### src/rtl/ctrl_issue_unit.sv
// Registered ID/EX issue control: decodes mode/opcode/S/cond into EXE/MEM/WB
// controls, evaluates ARM conditions, and waits on memory with a timeout.
module ctrl_issue_unit #(
   parameter int CMD_W       = 4,
   parameter int TO_W        = 4,
   parameter int MEM_TIMEOUT = 15
) (
   input  logic             clk,
   input  logic             rst_n,
   input  logic             in_valid,
   input  logic [1:0]       mode,
   input  logic [3:0]       opcode,
   input  logic             s_bit,
   input  logic [3:0]       cond,
   input  logic [3:0]       nzcv,
   input  logic             stall,
   input  logic             flush,
   input  logic             mem_ready,
   output logic             out_valid,
   output logic [CMD_W-1:0] exe_cmd,
   output logic             mem_read,
   output logic             mem_write,
   output logic             wb_en,
   output logic             branch,
   output logic             status_update,
   output logic             busy,
   output logic             mem_err
);

   typedef enum logic {ISSUE, MEM_WAIT} state_t;

   state_t          state, state_nxt;
   logic [TO_W-1:0] cnt, cnt_nxt;
   logic            accept, load_dec, load_bub, set_err;
   logic            dec_ok, dec_vld, dec_rd, dec_wr, dec_wb, dec_br, dec_su;
   logic [3:0]      dec_cmd;

   function automatic logic cond_pass(input logic [3:0] c, input logic [3:0] f);
      logic n, z, cf, v;
      {n, z, cf, v} = f;
      case (c)
         4'b0000: return z;
         4'b0001: return !z;
         4'b0010: return cf;
         4'b0011: return !cf;
         4'b0100: return n;
         4'b0101: return !n;
         4'b0110: return v;
         4'b0111: return !v;
         4'b1000: return cf && !z;
         4'b1001: return !cf || z;
         4'b1010: return n == v;
         4'b1011: return n != v;
         4'b1100: return !z && (n == v);
         4'b1101: return z || (n != v);
         4'b1110: return 1'b1;
         default: return 1'b0;
      endcase
   endfunction

   assign busy   = (state == MEM_WAIT) && !mem_ready;
   assign accept = in_valid && !stall && !busy && !flush;

   // Decode: anything unsupported or condition-failed collapses to a bubble.
   always_comb begin
      dec_ok  = 1'b0;
      dec_cmd = 4'd0;
      dec_rd  = 1'b0;
      dec_wr  = 1'b0;
      dec_wb  = 1'b0;
      dec_br  = 1'b0;
      dec_su  = 1'b0;
      case (mode)
         2'b00: begin
            dec_ok = 1'b1;
            dec_wb = 1'b1;
            dec_su = s_bit;
            case (opcode)
               4'b1101: dec_cmd = 4'b0001;
               4'b1111: dec_cmd = 4'b1001;
               4'b0100: dec_cmd = 4'b0010;
               4'b0101: dec_cmd = 4'b0011;
               4'b0010: dec_cmd = 4'b0100;
               4'b0110: dec_cmd = 4'b0101;
               4'b0000: dec_cmd = 4'b0110;
               4'b1100: dec_cmd = 4'b0111;
               4'b0001: dec_cmd = 4'b1000;
               4'b1010: begin dec_cmd = 4'b0100; dec_wb = 1'b0; dec_su = 1'b1; end
               4'b1000: begin dec_cmd = 4'b0110; dec_wb = 1'b0; dec_su = 1'b1; end
               default: dec_ok = 1'b0;
            endcase
         end
         2'b01: begin
            dec_ok  = 1'b1;
            dec_cmd = 4'b0010;
            dec_rd  = s_bit;
            dec_wr  = !s_bit;
            dec_wb  = s_bit;
         end
         2'b10: begin
            dec_ok = 1'b1;
            dec_br = 1'b1;
         end
         default: dec_ok = 1'b0;
      endcase
      dec_vld = dec_ok && in_valid && cond_pass(cond, nzcv);
      if (!dec_vld) begin
         dec_cmd = 4'd0;
         dec_rd  = 1'b0;
         dec_wr  = 1'b0;
         dec_wb  = 1'b0;
         dec_br  = 1'b0;
         dec_su  = 1'b0;
      end
   end

   always_comb begin
      state_nxt = state;
      cnt_nxt   = cnt;
      load_dec  = 1'b0;
      load_bub  = 1'b0;
      set_err   = 1'b0;
      case (state)
         ISSUE: begin
            if (flush) begin
               load_bub = 1'b1;
            end else if (!stall) begin
               if (accept) begin
                  load_dec = 1'b1;
                  if (dec_rd || dec_wr) begin
                     state_nxt = MEM_WAIT;
                     cnt_nxt   = '0;
                  end
               end else begin
                  load_bub = 1'b1;
               end
            end
         end
         MEM_WAIT: begin
            if (flush) begin
               load_bub  = 1'b1;
               state_nxt = ISSUE;
            end else if (mem_ready) begin
               state_nxt = ISSUE;
               if (accept) begin
                  load_dec = 1'b1;
                  if (dec_rd || dec_wr) begin
                     state_nxt = MEM_WAIT;
                     cnt_nxt   = '0;
                  end
               end else begin
                  load_bub = 1'b1;
               end
            end else if (cnt == TO_W'(MEM_TIMEOUT - 1)) begin
               set_err   = 1'b1;
               load_bub  = 1'b1;
               state_nxt = ISSUE;
            end else begin
               cnt_nxt = cnt + TO_W'(1);
            end
         end
         default: state_nxt = ISSUE;
      endcase
   end

   // ID/EX boundary register
   always_ff @(posedge clk or negedge rst_n) begin
      if (!rst_n) begin
         state         <= ISSUE;
         cnt           <= '0;
         out_valid     <= 1'b0;
         exe_cmd       <= '0;
         mem_read      <= 1'b0;
         mem_write     <= 1'b0;
         wb_en         <= 1'b0;
         branch        <= 1'b0;
         status_update <= 1'b0;
         mem_err       <= 1'b0;
      end else begin
         state <= state_nxt;
         cnt   <= cnt_nxt;
         if (set_err) mem_err <= 1'b1;
         if (load_dec || load_bub) begin
            out_valid     <= load_dec && dec_vld;
            exe_cmd       <= load_dec ? CMD_W'(dec_cmd) : '0;
            mem_read      <= load_dec && dec_rd;
            mem_write     <= load_dec && dec_wr;
            wb_en         <= load_dec && dec_wb;
            branch        <= load_dec && dec_br;
            status_update <= load_dec && dec_su;
         end
      end
   end

endmodule

### config.mk
export PLATFORM = sky130hd
export DESIGN_NAME = ctrl_issue_unit
export DESIGN_NICKNAME = d
export VERILOG_FILES = /design/src/rtl/ctrl_issue_unit.sv
export SDC_FILE = /design/constraint.sdc
export NUM_CORES = 1
export LEC_CHECK = 0
export ABC_AREA = 1
export CORE_MARGIN = 1.5
export CORE_UTILIZATION = 53
export CTS_BUF_LIST = sky130_fd_sc_hd__clkbuf_2
export CTS_CLUSTER_DIAMETER = 50
export CTS_CLUSTER_SIZE = 25
export DETAILED_ROUTE_END_ITERATION = 7
export PLACE_DENSITY = 0.92
export SLEW_MARGIN = 15
export SYNTH_ARGS = -nofsm -noshare
export SYNTH_HDL_FRONTEND = slang
export SYNTH_SLANG_ARGS = --single-unit
### constraint.sdc
create_clock -name clk -period 3.4 [get_ports clk]
set_input_delay 0.51 -clock clk [delete_from_list [all_inputs] [get_ports clk]]
set_output_delay 0.51 -clock clk [all_outputs]
set_load 0.01 [all_outputs]
### Word level (Yosys, flattened, before mapping)

Cells that the tools add are included.

| storage, ports and cells | value |
|---|---|
| flip-flop bits (word level) | 16 |
| bits of input ports | 21 |
| output and inout bits | 12 |
| word-level logic and storage cells | 132 |

| operators by class | value |
|---|---|
| $add $sub $neg | 1 |
| equality and inequality tests | 33 |
| mux-type cells | 51 |
| bitwise logic cells | 1 |
| reductions and logical operators | 36 |

Operators with widths:

| cell | number |
|---|---|
| equality test 4 bit, second input constant | 13 |
| 2-to-1 mux 4 bit | 9 |
| case mux 4 bit (9 select lines) | 1 |
| 2-to-1 mux 1 bit | 33 |
| equality test 4 x 3 -> 1 bit, second input constant | 7 |
| case mux 4 bit (2 select lines) | 2 |
| case mux 1 bit (15 select lines) | 1 |
| logical AND 1 bit | 14 |
| equality test 4 x 2 -> 1 bit, second input constant | 3 |
| OR reduction 11 bit | 1 |
| case mux 1 bit (2 select lines) | 5 |
| logical NOT 1 bit | 9 |
| equality test 4 x 1 -> 1 bit, second input constant | 2 |
| logical NOT 4 bit | 2 |
| OR reduction 2 bit | 4 |
| != test 2 bit, second input constant | 3 |
| adder 4 x 1 -> 4 bit, second input constant | 1 |
| logical OR 1 bit | 4 |
| AND reduction 4 bit | 1 |
| != test 3 bit, second input constant | 1 |
| equality test 2 x 1 -> 1 bit, second input constant | 1 |
| equality test 2 bit, second input constant | 1 |
| logical NOT 2 bit | 1 |
| equality test 1 bit | 1 |
| other kinds (2) | 2 |

### Longest topological paths before layout

| depth | value |
|---|---|
| depth in word-level cells | 13 |
| mapped depth | 13 |
| mapped depth without buffers | 13 |

### Worst setup path before layout

OpenSTA, ideal clock, no wires.

| timing path | value |
|---|---|
| path type | input -> register |
| start | input port cond[0] |
| end | register cnt[2] |
| setup time | 0.117 ns |
| arrival time | 1.475 ns |
| data required time | 3.283 ns |
| slack | 1.809 ns |
| cell stages on the path | 11 |
| buffers on the path | 1 |
| cell sequence | buf_2 nand2_1 inv_1 a21oi_1 nand2_1 a21oi_4 nand3_2 nand2_2 nand2_2 nand2_1 nand2_1 |

| on the way | value |
|---|---|
| cells in the longest elaborated chain, start to end | 10 |

Ends and longest elaborated chain:

| element | RTL line | text |
|---|---|---|
| from (decl) | 14 | `input logic [3:0] cond,` |
| equality test 4 bit (tied with other cells) | 41 | `case (c)` |
| case mux 1 bit (15 select lines) * | 41 |  |
| logical AND 1 bit * | 106 | `dec_vld = dec_ok && in_valid && cond_pass(cond, nzcv);` |
| 2-to-1 mux 1 bit | 107 | `if (!dec_vld) begin` |
| logical OR 1 bit * | 130, 147 |  |
| 2-to-1 mux 4 bit * (2 in a row) | -- |  |
| 2-to-1 mux 4 bit, on equally long branches (2 in a row) | -- |  |
| case mux 4 bit (2 select lines) * | -- |  |
| to (signal assigned) | 181 | `cnt <= cnt_nxt;` |
| to (decl) | 33 | `logic [TO_W-1:0] cnt, cnt_nxt;` |

Every way passes the cells marked *; elsewhere a longest branch is shown, timed or not. The select of a mux whose other input is x is not followed.
A chain may end at the register's enable or synchronous reset.

### Worst setup path in the final report

| timing path | value |
|---|---|
| start | input port mem_ready |
| end | output port busy |

| on the way | value |
|---|---|
| cells in the longest elaborated chain, start to end | 2 |

Ends and longest elaborated chain:

| element | RTL line | text |
|---|---|---|
| from (decl) | 18 | `input logic mem_ready,` |
| logical NOT 1 bit | 61 | `assign busy = (state == MEM_WAIT) && !mem_ready;` |
| logical AND 1 bit | 61 |  |
| to (decl) | 26 | `output logic busy,` |

Every way passes these cells.

==> PnR_summary.wiki <==
{| class="wikitable"
! Metric !! Value
|-
| Cell with the largest stage delay on the worst path || sky130_fd_sc_hd__clkdlybuf4s50_1
|-
| Startpoint of the worst hold path || mem_err$_DFFE_PN0P_
|-
| Setup skew after layout || 0.00345 ns
|-
| Hold bufs inserted after CTS || 0
|-
| Number of buffers created by CTS || 3
|-
| Global-route track usage on met2 || 0.430
|-
| Number of distinct library cell variants in the gate-level netlist after synthesis || 26
|-
| Drt first-iter violations || 21
|-
| Synth async-reset ratio || 1.00
|-
| Total Routed Length || 2.69 mm
|-
| Worst Tran Pin Value || 0.707 ns
|-
| Highest net fanout along the worst path || 5
|-
| Number of enable flip-flop cells after synthesis || 0
|-
| Min-Delay Endpoint || mem_err$_DFFE_PN0P_
|-
| Max clock buf depth || 2
|-
| Overflow left after global routing || 0
|-
| IR Drop Worst-Case VDD || 0.243 mV
|-
| FF+latch count, synth || 16
|-
| Clk network pwr share || 0.221
|-
| Clock sink count || 16
|-
| Class of the most critical hold timing path || flop to flop
|-
| CTS tree || built
|-
| Final Cycle Share || 0.649
|-
| Synthesized netlist cell count || 169
|-
| Maximum Capacitance Violations || 0
|-
| Most used DFF post-synth || sky130_fd_sc_hd__dfrtp_1
|-
| Remaining DRCs || 0
|-
| End of the worst register-to-register path || cnt[3]$_DFFE_PN0P_
|-
| Number of global-route vias before repair || 1120
|-
| Total nets after synthesis || 196
|-
| Clk slew on worst S/H paths || 0.15 ns
|-
| Average footprint of a synthesized cell || 6.95 um2
|-
| Weighted congestion reported at the end of routability-driven placement || 0.878
|-
| H-tree depth || 1
|-
| Global routing usage summed across all routing layers || 0.241
|-
| Number of cells traversed by the worst hold path || 1
|-
| Leakage || 0.814 nW
|-
| Clock root cell || sky130_fd_sc_hd__clkbuf_2
|-
| Post-CTS setup buffers || 0
|-
| Syn-to-layout area delta || 31.3%
|-
| Detailed-route wire length per cell || 11.6 um
|-
| Sequential area share after synthesis || 0.341
|-
| Startpoint of the worst register-to-register path || cnt[0]$_DFFE_PN0P_
|-
| Netlist Area Pre-Place || 0.00117 mm2
|-
| R2R setup slack || 1.74 ns
|-
| Internal Pwr Total || 0.267 mW
|-
| Max-slew violation total from the final report || 0
|-
| Setup Viol. Count Final || 0
|-
| Vertical die dimension || 50.1 um
|-
| Type of the worst setup path || primary input to output pin
|-
| Area of the die || 0.00251 mm2
|-
| Library cell appearing most often on the critical path || sky130_fd_sc_hd__clkdlybuf4s50_1
|-
| Worst EP required || 2.89 ns
|-
| Worst setup path start || mem_ready
|-
| Slew margin rel. || 0.527
|-
| Net switching component of the power || 0.120 mW
|-
| Worst path max stage delay || 0.58 ns
|-
| Sw Ratio || 0.311
|-
| Global-route track usage on met1 || 0.295
|-
| Starting utilization of the core area || 0.581
|-
| Gate power share || 0.261
|-
| Reg2reg path depth || 7
|-
| Most crowded layer after global routing || met2
|-
| CP endpoint kind || output pin
|-
| Number of antenna violations at the first check in global routing || 0
|-
| Util after Layout || 0.763
|-
| Pwr/cell area || 251 mW/mm2
|-
| HPWL after detailed placement || 2.16 mm
|-
| Core area || 0.00202 mm2
|-
| Post-synth top cells || 51 x sky130_fd_sc_hd__nand2_1, 25 x sky130_fd_sc_hd__inv_1, 16 x sky130_fd_sc_hd__dfrtp_1
|-
| Clock latency on the worst-skew pair || 0.30 ns
|-
| RSZ-0062 raised after global routing || false
|-
| Setup Total Neg Slack || 0 ns
|-
| Number of nets in the finished design || 232
|-
| Critical-path cell list || clkdlybuf4s50_1 > nor2_2 > clkdlybuf4s50_1
|-
| Final Hold Vio Count || 0
|-
| Timing-limited maximum frequency || 453 MHz
|-
| Cell with the most instances after synthesis || sky130_fd_sc_hd__nand2_1
|-
| Remaining number of nets flagged by the antenna check after routing || 0
|-
| Number of rows in the core area || 16
|-
| Met3 track demand over resource in global routing || 0.0455
|-
| Wire length of the first global-routing pass || 4.62 mm
|-
| Library cell with the largest summed area after synthesis || sky130_fd_sc_hd__dfrtp_1
|-
| Top Ports || 33
|-
| Pin count of the biggest net entering global routing || 17
|-
| Initial DRT Pass Iterations || 4
|-
| Arrival time of data at the critical path endpoint || 1.70 ns
|-
| Synth Warn # || 0
|-
| Number of instances resized during post-cts repair || 0
|-
| Post-route minimum period || 2.21 ns
|-
| Sequential Power Share || 0.518
|-
| Result of the run || completed
|-
| Final antenna diode count || 0
|-
| Type of element launching the critical path || primary input
|-
| Port Buffer Count || 32
|-
| Post-detailed-placement cell area || 0.00152 mm2
|-
| Die X-Extent || 50.1 um
|-
| Leading cell types by total area after synthesis || sky130_fd_sc_hd__dfrtp_1 34%, sky130_fd_sc_hd__nand2_1 16%, sky130_fd_sc_hd__inv_1 8.0%
|-
| Final instance area || 0.00154 mm2
|-
| Fraction of post-synthesis cell area in the top cell type by area || 0.341
|-
| Vias after detailed routing || 1191
|-
| Fraction of final layout cells sized beyond drive strength 1 || 0.0833
|-
| Routed via count divided by cell count || 5.16
|}
## critical path, delay by kind of cell
family	cells	cell delay, ns
buffers and inverters	2	0.99
and+or+nand+nor	1	0.20
## cells in the final DEF, fill, tap and decap left out, drive strengths merged, types with 4 or more instances in the layout
cell	Yosys	final
nand3	17	17
o31ai	4	4
clkdlybuf4s50	0	32
inv	27	27
nor2	14	14
ha	6	6
nand2	57	57
a21oi	7	7
dfrtp	16	16
o21ai	4	4
## layer usage
metal / vias up / wire, um
met5: - / 0
met4: 0 / 28
met3: 4 / 111
met2: 36 / 1340
met1: 538 / 1210
li1: 613 / -
## how the worst max path moves through the flow
stage	endpoint	slack (ns)	depth (start not counted)
after floorplan	cnt[2]$_DFFE_PN0P_	1.81	11
after global placement	busy	1.22	3
after detailed placement	cnt[1]$_DFFE_PN0P_	1.14	12
after CTS	busy	1.20	3
after global routing	busy	1.15	3
final	busy	1.19	3
## power groups by stage
stage                     registers, mW  logic, mW  clock network (mW)
after floorplan                   0.204     0.0529                   0
final                             0.201      0.101              0.0854
after global placement            0.204     0.0966                   0
after global routing              0.202      0.113              0.0959
after detailed placement          0.204      0.101                   0
after CTS                         0.201      0.101              0.0887
## sequential cells by signal, indices dropped and copies added, names as in the netlist
signal	count
exe_cmd	4
wb_en	1
state	1
status_update	1
mem_err	1
branch	1
out_valid	1
mem_read	1
mem_write	1
cnt	4
## kinds of logic (layout without fill, tap and decap cells)
| logic type | count (synthesis) | in the layout | share of synthesized area |
|---|---|---|---|
| buf+inv | 29 | 64 | 0.0948 |
| fa+ha+maj | 6 | 6 | 0.0639 |
| xor+xnor | 1 | 1 | 0.00746 |
| compound gates | 23 | 23 | 0.136 |
| flops | 16 | 16 | 0.341 |
| simple gates | 94 | 94 | 0.357 |
## area by class of cell
cell class	instances	area (um2)
fill	175	479
clock inverter	1	3.75
multi-input combinational	124	663
timing repair buffer	32	320
inverter	28	106
sequential	16	400
clock buffer	3	15.0
tap	27	33.8
## through the flow
stage / setup WS, ns / power, mW / cells / hold slack, ns
floorplan: 1.81 / 0.257 / 169 / 0.214
global placement: 1.22 / 0.300 / 227 / 0.448
detailed placement: 1.14 / 0.305 / 227 / 0.462
CTS: 1.20 / 0.390 / 231 / 0.500
global route: 1.15 / 0.410 / 231 / 0.513
finish: 1.19 / 0.387 / 231 / 0.493
(Power assumes the default switching activity.)
